File: config.mk
export PLATFORM = sky130hd
export DESIGN_NAME = fetch_queue_ctrl
export DESIGN_NICKNAME = d
export VERILOG_FILES = /design/src/rtl/fetch_queue_ctrl_pkg.sv /design/src/rtl/queue_grant_calc.sv /design/src/rtl/fetch_queue_ctrl.sv
export SDC_FILE = /design/constraint.sdc
export NUM_CORES = 1
export LEC_CHECK = 0
export BUFFER_PORTS_ARGS = -buffer_cell sky130_fd_sc_hd__buf_2
export CORE_MARGIN = 2
export CORE_UTILIZATION = 51
export DETAILED_ROUTE_END_ITERATION = 8
export GPL_ROUTABILITY_DRIVEN = 0
export GPL_TIMING_DRIVEN = 0
export PLACE_DENSITY = 0.75
export SYNTH_ARGS = -nofsm -noshare
export SYNTH_HDL_FRONTEND = slang
export SYNTH_HIERARCHICAL = 1
export SYNTH_SLANG_ARGS = --single-unit
File: constraint.sdc
create_clock -name clk -period 4.9 [get_ports clk]
set_clock_uncertainty 0.05 [all_clocks]
set_input_delay 0.98 -clock clk [delete_from_list [all_inputs] [get_ports clk]]
set_output_delay 0.98 -clock clk [all_outputs]
set_load 0.02 [all_outputs]
File: src/rtl/fetch_queue_ctrl_pkg.sv
// ============================================================================
// fetch_queue_ctrl_pkg : shared state encoding, sizing and count helpers
// Rev 1.0
// ============================================================================
`default_nettype none

package fetch_queue_ctrl_pkg;

  localparam int MAXW          = 4;
  localparam int DEFAULT_DEPTH = 64;

  typedef enum logic [1:0] {
    ST_IDLE  = 2'd0,
    ST_RUN   = 2'd1,
    ST_FLUSH = 2'd2
  } ctrl_state_t;

  // Requests of 5-7 words saturate to the per-cycle maximum.
  function automatic logic [2:0] clamp_cnt(input logic [2:0] cnt);
    return (cnt > 3'(MAXW)) ? 3'(MAXW) : cnt;
  endfunction

  function automatic logic [MAXW-1:0] therm_mask(input logic [2:0] n);
    logic [MAXW-1:0] m;
    m = '0;
    for (int i = 0; i < MAXW; i++) begin
      if (3'(i) < n) m[i] = 1'b1;
    end
    return m;
  endfunction

endpackage

`default_nettype wire

File: src/rtl/queue_grant_calc.sv
// ============================================================================
// queue_grant_calc : grant = min(clamp(request), limit), purely combinational
// Rev 1.0
// ============================================================================
`default_nettype none

module queue_grant_calc
  import fetch_queue_ctrl_pkg::*;
#(
  parameter int LIM_W = 7
) (
  input  logic [2:0]       i_req,
  input  logic [LIM_W-1:0] i_limit,
  output logic [2:0]       o_grant
);

  logic [2:0] w_req_c;

  assign w_req_c = clamp_cnt(i_req);
  // When the limit wins it is below the clamped request, so it fits in 3 bits.
  assign o_grant = (LIM_W'(w_req_c) > i_limit) ? i_limit[2:0] : w_req_c;

endmodule

`default_nettype wire

File: src/rtl/fetch_queue_ctrl.sv
// ============================================================================
// fetch_queue_ctrl : grant scheduler, shadow occupancy and flush sequencer
//                    for the four-port instruction FIFO
// Rev 1.0
// ============================================================================
`default_nettype none

module fetch_queue_ctrl
  import fetch_queue_ctrl_pkg::*;
#(
  parameter  int DEPTH = DEFAULT_DEPTH,
  localparam int OCC_W = $clog2(DEPTH) + 1
) (
  input  logic             clk,
  input  logic             reset,
  input  logic             enable,
  input  logic             flush,
  input  logic [2:0]       fetch_cnt,
  input  logic [2:0]       decode_slots,
  output logic [2:0]       fetch_accept,
  output logic [2:0]       fifo_wen,
  output logic [2:0]       fifo_ren,
  output logic             fifo_rst_n,
  output logic [MAXW-1:0]  rd_valid_mask,
  output logic [OCC_W-1:0] occupancy,
  output logic             q_full,
  output logic             q_empty,
  output logic [1:0]       ctrl_state
);

  ctrl_state_t      r_state;
  logic [OCC_W-1:0] r_occ;
  logic [MAXW-1:0]  r_mask;

  logic             w_active;
  logic [2:0]       w_wreq;
  logic [2:0]       w_rreq;
  logic [OCC_W-1:0] w_free;
  logic [2:0]       w_wg;
  logic [2:0]       w_rg;
  logic [OCC_W:0]   w_occ_sum;

  assign w_active = (r_state == ST_RUN) && !flush;
  assign w_wreq   = w_active ? fetch_cnt    : 3'd0;
  assign w_rreq   = w_active ? decode_slots : 3'd0;
  assign w_free   = OCC_W'(DEPTH) - r_occ;

  queue_grant_calc #(.LIM_W(OCC_W)) u_wr_grant (
    .i_req   (w_wreq),
    .i_limit (w_free),
    .o_grant (w_wg)
  );

  // Limit of zero on an empty queue keeps reads off a FIFO being written.
  queue_grant_calc #(.LIM_W(OCC_W)) u_rd_grant (
    .i_req   (w_rreq),
    .i_limit (r_occ),
    .o_grant (w_rg)
  );

  assign w_occ_sum = (OCC_W+1)'(r_occ) + (OCC_W+1)'(w_wg) - (OCC_W+1)'(w_rg);

  always_ff @(posedge clk) begin
    if (reset) begin
      r_state <= ST_IDLE;
      r_occ   <= '0;
      r_mask  <= '0;
    end else begin
      if (flush) begin
        r_occ  <= '0;
        r_mask <= '0;
      end else begin
        r_occ  <= w_occ_sum[OCC_W-1:0];
        r_mask <= therm_mask(w_rg);
      end
      case (r_state)
        ST_IDLE:  if (flush) r_state <= ST_FLUSH;
                  else if (enable) r_state <= ST_RUN;
        ST_RUN:   if (flush) r_state <= ST_FLUSH;
                  else if (!enable) r_state <= ST_IDLE;
        ST_FLUSH: if (flush) r_state <= ST_FLUSH;
                  else if (enable) r_state <= ST_RUN;
                  else r_state <= ST_IDLE;
        default:  r_state <= ST_IDLE;
      endcase
    end
  end

  always_ff @(posedge clk) begin
    if (!reset) assert (w_occ_sum[OCC_W] == 1'b0);
  end

  assign fetch_accept  = w_wg;
  assign fifo_wen      = w_wg;
  assign fifo_ren      = w_rg;
  assign fifo_rst_n    = ~(reset | (r_state == ST_FLUSH));
  assign rd_valid_mask = r_mask;
  assign occupancy     = r_occ;
  assign q_full        = (r_occ == OCC_W'(DEPTH));
  assign q_empty       = (r_occ == '0);
  assign ctrl_state    = r_state;

endmodule

`default_nettype wire

* Word-level counts from Yosys, hierarchy flattened *
Index checks and enable logic that the tools add are counted.

storage, ports and cells
  register bits = 13
  input port bits = 10
  output and inout port bits = 25

cells by class
  add/sub/neg operators = 3
  $lt $le $gt $ge = 8
  eq/ne operators = 5
  muxes and demuxes = 17
  bitwise operators = 2
  reduce and logical (&&, ||, !) cells = 6

operator list
  operator             count
  $mux 3               6
  $gt 3x7->1           2
  $mux 2               5
  $add 7x3->7          1
  $eq 7x7->1 const B   1
  $logic_not 7->1      1
  $sub 7x3->7          1
  $sub 7x7->7 const A  1
  $gt 3x3->1 const B   2
  $lt 1x3->1 const A   2
  $lt 2x3->1 const A   2
  $ne 3x3->1 const B   2
  $pmux 2 s3           1
  $mux 1               5
  $eq 2x1->1 const B   1
  $eq 2x2->1 const B   1
  $logic_not 2->1      1
  $reduce_and 2->1     1
  $reduce_or 2->1      1
  $logic_and 1x1->1    1
  $logic_not 1->1      1
  $not 1->1            1
  $or 1x1->1           1

* Longest topological paths before layout *
  word-level depth = 9
  mapped depth = 16

* Cells and area by module *
The synthesis kept the hierarchy.

modules (own cells, without submodules)
  module                         times used  cells an instance  area an instance (um2)
  fetch_queue_ctrl               1           110                922.1
  queue_grant_calc (u_rd_grant)  1           16                 151.4
  queue_grant_calc (u_wr_grant)  1           16                 136.4

* Worst setup path before layout *
Ideal clock, no wire load.

  path kind = input to register
  start = input flush
  end = register r_occ[6], in the netlist occupancy[6]
  arrival time = 4297 ps
  data required time = 4727 ps
  path slack = 430 ps
  stages = 15
  path buffers = 0
  path through = nor3_1 and2_1 nor2b_1 ha_1 and3_1 a211oi_4 mux2i_1 ha_1 inv_1 ha_1 fa_1 a21o_1 a21oi_1 o31ai_1 nand3b_1

RTL lines
  item                    line                        RTL
  start: declaration      fetch_queue_ctrl.sv:17      input logic flush,
  $logic_not 1->1 *       fetch_queue_ctrl.sv:43      assign w_active = (r_state == ST_RUN) && !flush;
  $logic_and 1x1->1 *     fetch_queue_ctrl.sv:43
  $mux 3 *                fetch_queue_ctrl.sv:45      assign w_rreq = w_active ? decode_slots : 3'd0;
  named net w_rreq[1]     fetch_queue_ctrl.sv:37      logic [2:0] w_rreq;
  $gt 3x3->1              fetch_queue_ctrl_pkg.sv:20  return (cnt > 3'(MAXW)) ? 3'(MAXW) : cnt;
  $mux 3 *                fetch_queue_ctrl_pkg.sv:20
  $gt 3x7->1              queue_grant_calc.sv:21      assign o_grant = (LIM_W'(w_req_c) > i_limit) ? i_limit[2:0] : w_req_c;
  $mux 3 *                queue_grant_calc.sv:21
  named net fifo_ren[0]   fetch_queue_ctrl.sv:22      output logic [2:0] fifo_ren,
  $sub 7x3->7 *           fetch_queue_ctrl.sv:61      assign w_occ_sum = (OCC_W+1)'(r_occ) + (OCC_W+1)'(w_wg) - (OCC_W+1)'(w_rg);
  end signal: assignment  fetch_queue_ctrl.sv:73      r_occ <= w_occ_sum[OCC_W-1:0];
  end: declaration        fetch_queue_ctrl.sv:32      logic [OCC_W-1:0] r_occ;

The timed path passes the listed nets; every way through them passes the cells marked *.
A chain may end at the register's enable or synchronous reset.

* Worst setup path in the final report *
  start = input flush
  end = register r_occ[6], in the netlist occupancy[6]

RTL lines
  item                 line
  $logic_not 1->1 *    fetch_queue_ctrl.sv:43
  $logic_and 1x1->1 *  fetch_queue_ctrl.sv:43
  $mux 3 *             fetch_queue_ctrl.sv:45
  named net w_rreq[2]  fetch_queue_ctrl.sv:37
  $gt 3x3->1           fetch_queue_ctrl_pkg.sv:20
  $mux 3 *             fetch_queue_ctrl_pkg.sv:20
  $gt 3x7->1           queue_grant_calc.sv:21
  $mux 3 *             queue_grant_calc.sv:21
  $sub 7x3->7 *        fetch_queue_ctrl.sv:61

Marks and branches as above.

==> flow_summary.json <==
{
  "status": "completed",
  "io_pins": 35,
  "hold_slack_ns": 0.5190,
  "worstPathArrival_ns": 4.63,
  "path_cells": "buf_2 > nor3_2 > and2_1 > nor2b_1 > ha_1 > and3_1 > a211oi_4 > mux2_4 > fa_1 > inv_1 > fa_1 > a21o_1 > a21oi_1 > o31ai_1 > nand3b_1",
  "final_max_slew_viol_count": 0,
  "die_h_um": 52.71,
  "timing.rr.start": "ctrl_state[0]",
  "drt-total-wl_mm": 2.623,
  "finalSetupTns_ns": 0,
  "synthCells": 142,
  "reg2reg_slack_ns": 0.72,
  "post-cts-setup-buffers": 0,
  "first_global_vias": 993,
  "min-delay-path-class": "flop to flop",
  "critPathCaptureType": "flop",
  "cts.clk_slew.worst_paths_ns": 0.08,
  "grt_start_max_net_pins": 11,
  "cts-buffers-inserted": 3,
  "drive_gt1_share_pct": 28.33,
  "hold_end": "ctrl_state[0]",
  "die_area_um2": 2778,
  "peakVddDrop_uv": 277.9,
  "rsz0062_at_grt": "no",
  "cp_max_fo": 6,
  "hold_viol": 0,
  "htreeDepth": 1,
  "dr.pass1.iters": 4,
  "comb_power_share_pct": 56.7,
  "p_per_area_nw_per_um2": 322.7,
  "antenna_found_initial": 0,
  "worstHoldStart": "ctrl_state[0]",
  "final_core_util_pct": 64.76,
  "syn_area_per_cell_um2": 8.520,
  "max_cap_viol_count": 0,
  "synth-seq-cells": 13,
  "fmax_ghz": 0.2211,
  "leakage_uw": 0.0006995,
  "drt_iter0_drc": 19,
  "rows": 17,
  "final_cell_mix": "buf_2, inv_1, ha_1, dfxtp_1, nor2_1",
  "cts-root-buf": "clkbuf_4",
  "worstMarginPinSlew_ns": 0.4939,
  "synthDistinctLibCells": 35,
  "cts_tree": "yes",
  "routed-wl-met3_um": 52,
  "clockBufferDepth": 2,
  "track_usage_pct": 21.37,
  "critPathLaunchType": "input port",
  "critPathKind": "input port to flop",
  "final_nets": 210,
  "rr_endpoint": "occupancy[6]",
  "n_antenna_cell": 0,
  "ys_seq_area_share_pct": 21.51,
  "top_layer": "met4",
  "met2_wirelength_mm": 1.332,
  "yosys_warnings": 6,
  "slew_headroom_pct": 66.95,
  "required_ns": 5.01,
  "slowest_delay_ns": 0.52,
  "clkSinkCount": 13,
  "routedWlPerCell_um": 12.61,
  "initial_core_util_pct": 54.17,
  "area_growth_pct": 19.55,
  "portBuffers": 34,
  "avgViaCountPerCell": 5.072,
  "internal-power_uw": 263.1,
  "dp_hpwl_mm": 2.213,
  "cp_common_cell": "fa_1",
  "vias": 1055,
  "power_frac_clock_pct": 14.3,
  "post-route-period-util_pct": 92.32,
  "drcViolationCount": 0,
  "fin_crit_ns": 4.524,
  "slowest_stage": "fa_1",
  "hold_depth": 2,
  "synthesis.nets": 171,
  "netSwitchingFraction_pct": 43.63,
  "p_sw_uw": 203.6,
  "grt_first_pass_wirelength_mm": 4.326,
  "overflow": 0,
  "worstRegToRegCells": 15,
  "syn_area_um2": 1210,
  "setup_viol": 0,
  "final_common_cell": "buf_2",
  "fp.coreArea_um2": 2233,
  "insertion_delay_ns": 0.27,
  "fp.dieW_um": 52.71,
  "met1Wirelength_mm": 1.206,
  "ant_nets": 0,
  "p_seq_share_pct": 29.0
}
## Yosys cell counts
| cell | number | area (um^2) |
|---|---|---|
| o31ai_1 | 1 | 7.510 |
| xor2_1 | 1 | 8.760 |
| o211ai_1 | 2 | 15.01 |
| a211oi_4 | 1 | 20.02 |
| fa_1 | 3 | 60.06 |
| buf_2 | 1 | 5.000 |
| dfxtp_1 | 13 | 260.3 |
| and2_1 | 9 | 56.30 |
| or4_4 | 2 | 22.52 |
| nand3_1 | 2 | 10.01 |
| mux2_4 | 2 | 30.03 |
| a21o_1 | 2 | 15.01 |
| a311oi_1 | 1 | 8.760 |
| nand3b_1 | 3 | 22.52 |
| inv_1 | 23 | 86.33 |
| a211oi_2 | 1 | 12.51 |
| mux2i_1 | 2 | 20.02 |
| o21ai_0 | 2 | 10.01 |
| nor3_1 | 5 | 25.02 |
| nor4_1 | 1 | 6.260 |
| nor2b_1 | 3 | 18.77 |
| nor4b_1 | 2 | 17.52 |
| and3b_1 | 1 | 8.760 |
| nor2_1 | 11 | 41.29 |
| or4_1 | 2 | 15.01 |
| buf_4 | 4 | 30.03 |
| nand2b_1 | 2 | 12.51 |
| or2_1 | 1 | 6.260 |
| xnor2_1 | 7 | 61.31 |
| and3_1 | 3 | 18.77 |
| ha_1 | 16 | 200.2 |
| nand2_1 | 4 | 15.01 |
| a211oi_1 | 2 | 15.01 |
| a21oi_1 | 5 | 25.02 |
| mux2_2 | 2 | 22.52 |
## logic make-up after synthesis
family / after synthesis / synth area share, %
muxes: 6 / 5.998
xor gates and xnor gates: 8 / 5.791
buffers and inverters: 28 / 10.03
and+or+nand+nor: 51 / 24.51
AOI/OAI and AO/OA: 17 / 10.65
adders and majority gates: 19 / 21.51
DFF: 13 / 21.51
## worst max-delay path: cells and delay by family
| family | cells | cell delay (ns) |
|---|---|---|
| adders and majority gates | 3 | 1.26 |
| and+or+nand+nor | 5 | 0.98 |
| AOI/OAI and AO/OA | 4 | 0.85 |
| muxes | 1 | 0.37 |
| buffers and inverters | 2 | 0.19 |
## per-layer routing
metal / global-route usage, % / vias up
li1: - / 547
met1: 26.71 / 490
met2: 37.29 / 14
met3: 2.571 / 4
met4: 7.692 / 0
met5: 0 / -
## power by group through the flow
stage	Clock [uW]	Combinational (uW)	Sequential [uW]
after floorplan	0	187	151
final	66.6	265	136
after global routing	74.4	293	138
after global placement	0	253	137
after detailed placement	0	263	138
after CTS	67.6	265	136
## stage by stage
| step | instances | total power [uW] | cell area [um^2] | setup slack, ns |
|---|---|---|---|---|
| after global routing | 208 | 505.6 | 1446 | 0.1506 |
| final | 208 | 466.7 | 1446 | 0.3762 |
| after CTS | 208 | 468.8 | 1441 | 0.1868 |
| after detailed placement | 204 | 401.6 | 1415 | -0.06789 |
| after global placement | 204 | 390.5 | 1415 | 0.02341 |
| after floorplan | 142 | 337.7 | 1210 | 0.4301 |
## how the worst max path moves through the flow
stage | from | endpoint | slack (ns) | depth (start not counted)
after floorplan | flush | occupancy[6] | 0.43 | 15
after global placement | flush | occupancy[6] | 0.02 | 15
after detailed placement | flush | occupancy[6] | -0.07 | 15
after CTS | flush | occupancy[6] | 0.19 | 15
after global routing | flush | occupancy[6] | 0.15 | 15
final | flush | occupancy[6] | 0.38 | 15
## sequential cells by signal, summed over array words and instances, names as in the netlist
name,cells
occupancy,7
rd_valid_mask,4
ctrl_state,2
## timing repair
| item | 4_1_cts | 5_1_grt |
|---|---|---|
| hold endpoints to repair | 0 | 0 |
| hold buffers | 0 | 0 |
| resized for setup | 0 | 1 |
| setup endpoints to repair | 0 | 2 |
## cell type report
cell class | count | area [um^2]
buffer | 5 | 35.03
clock buffer | 4 | 26.28
fill | 209 | 787.0
inverter | 23 | 86.33
multi-input combinational | 101 | 833.3
sequential | 13 | 260.3
tap | 28 | 35.03
timing repair buffer | 34 | 170.2
(Power assumes the default switching activity.)
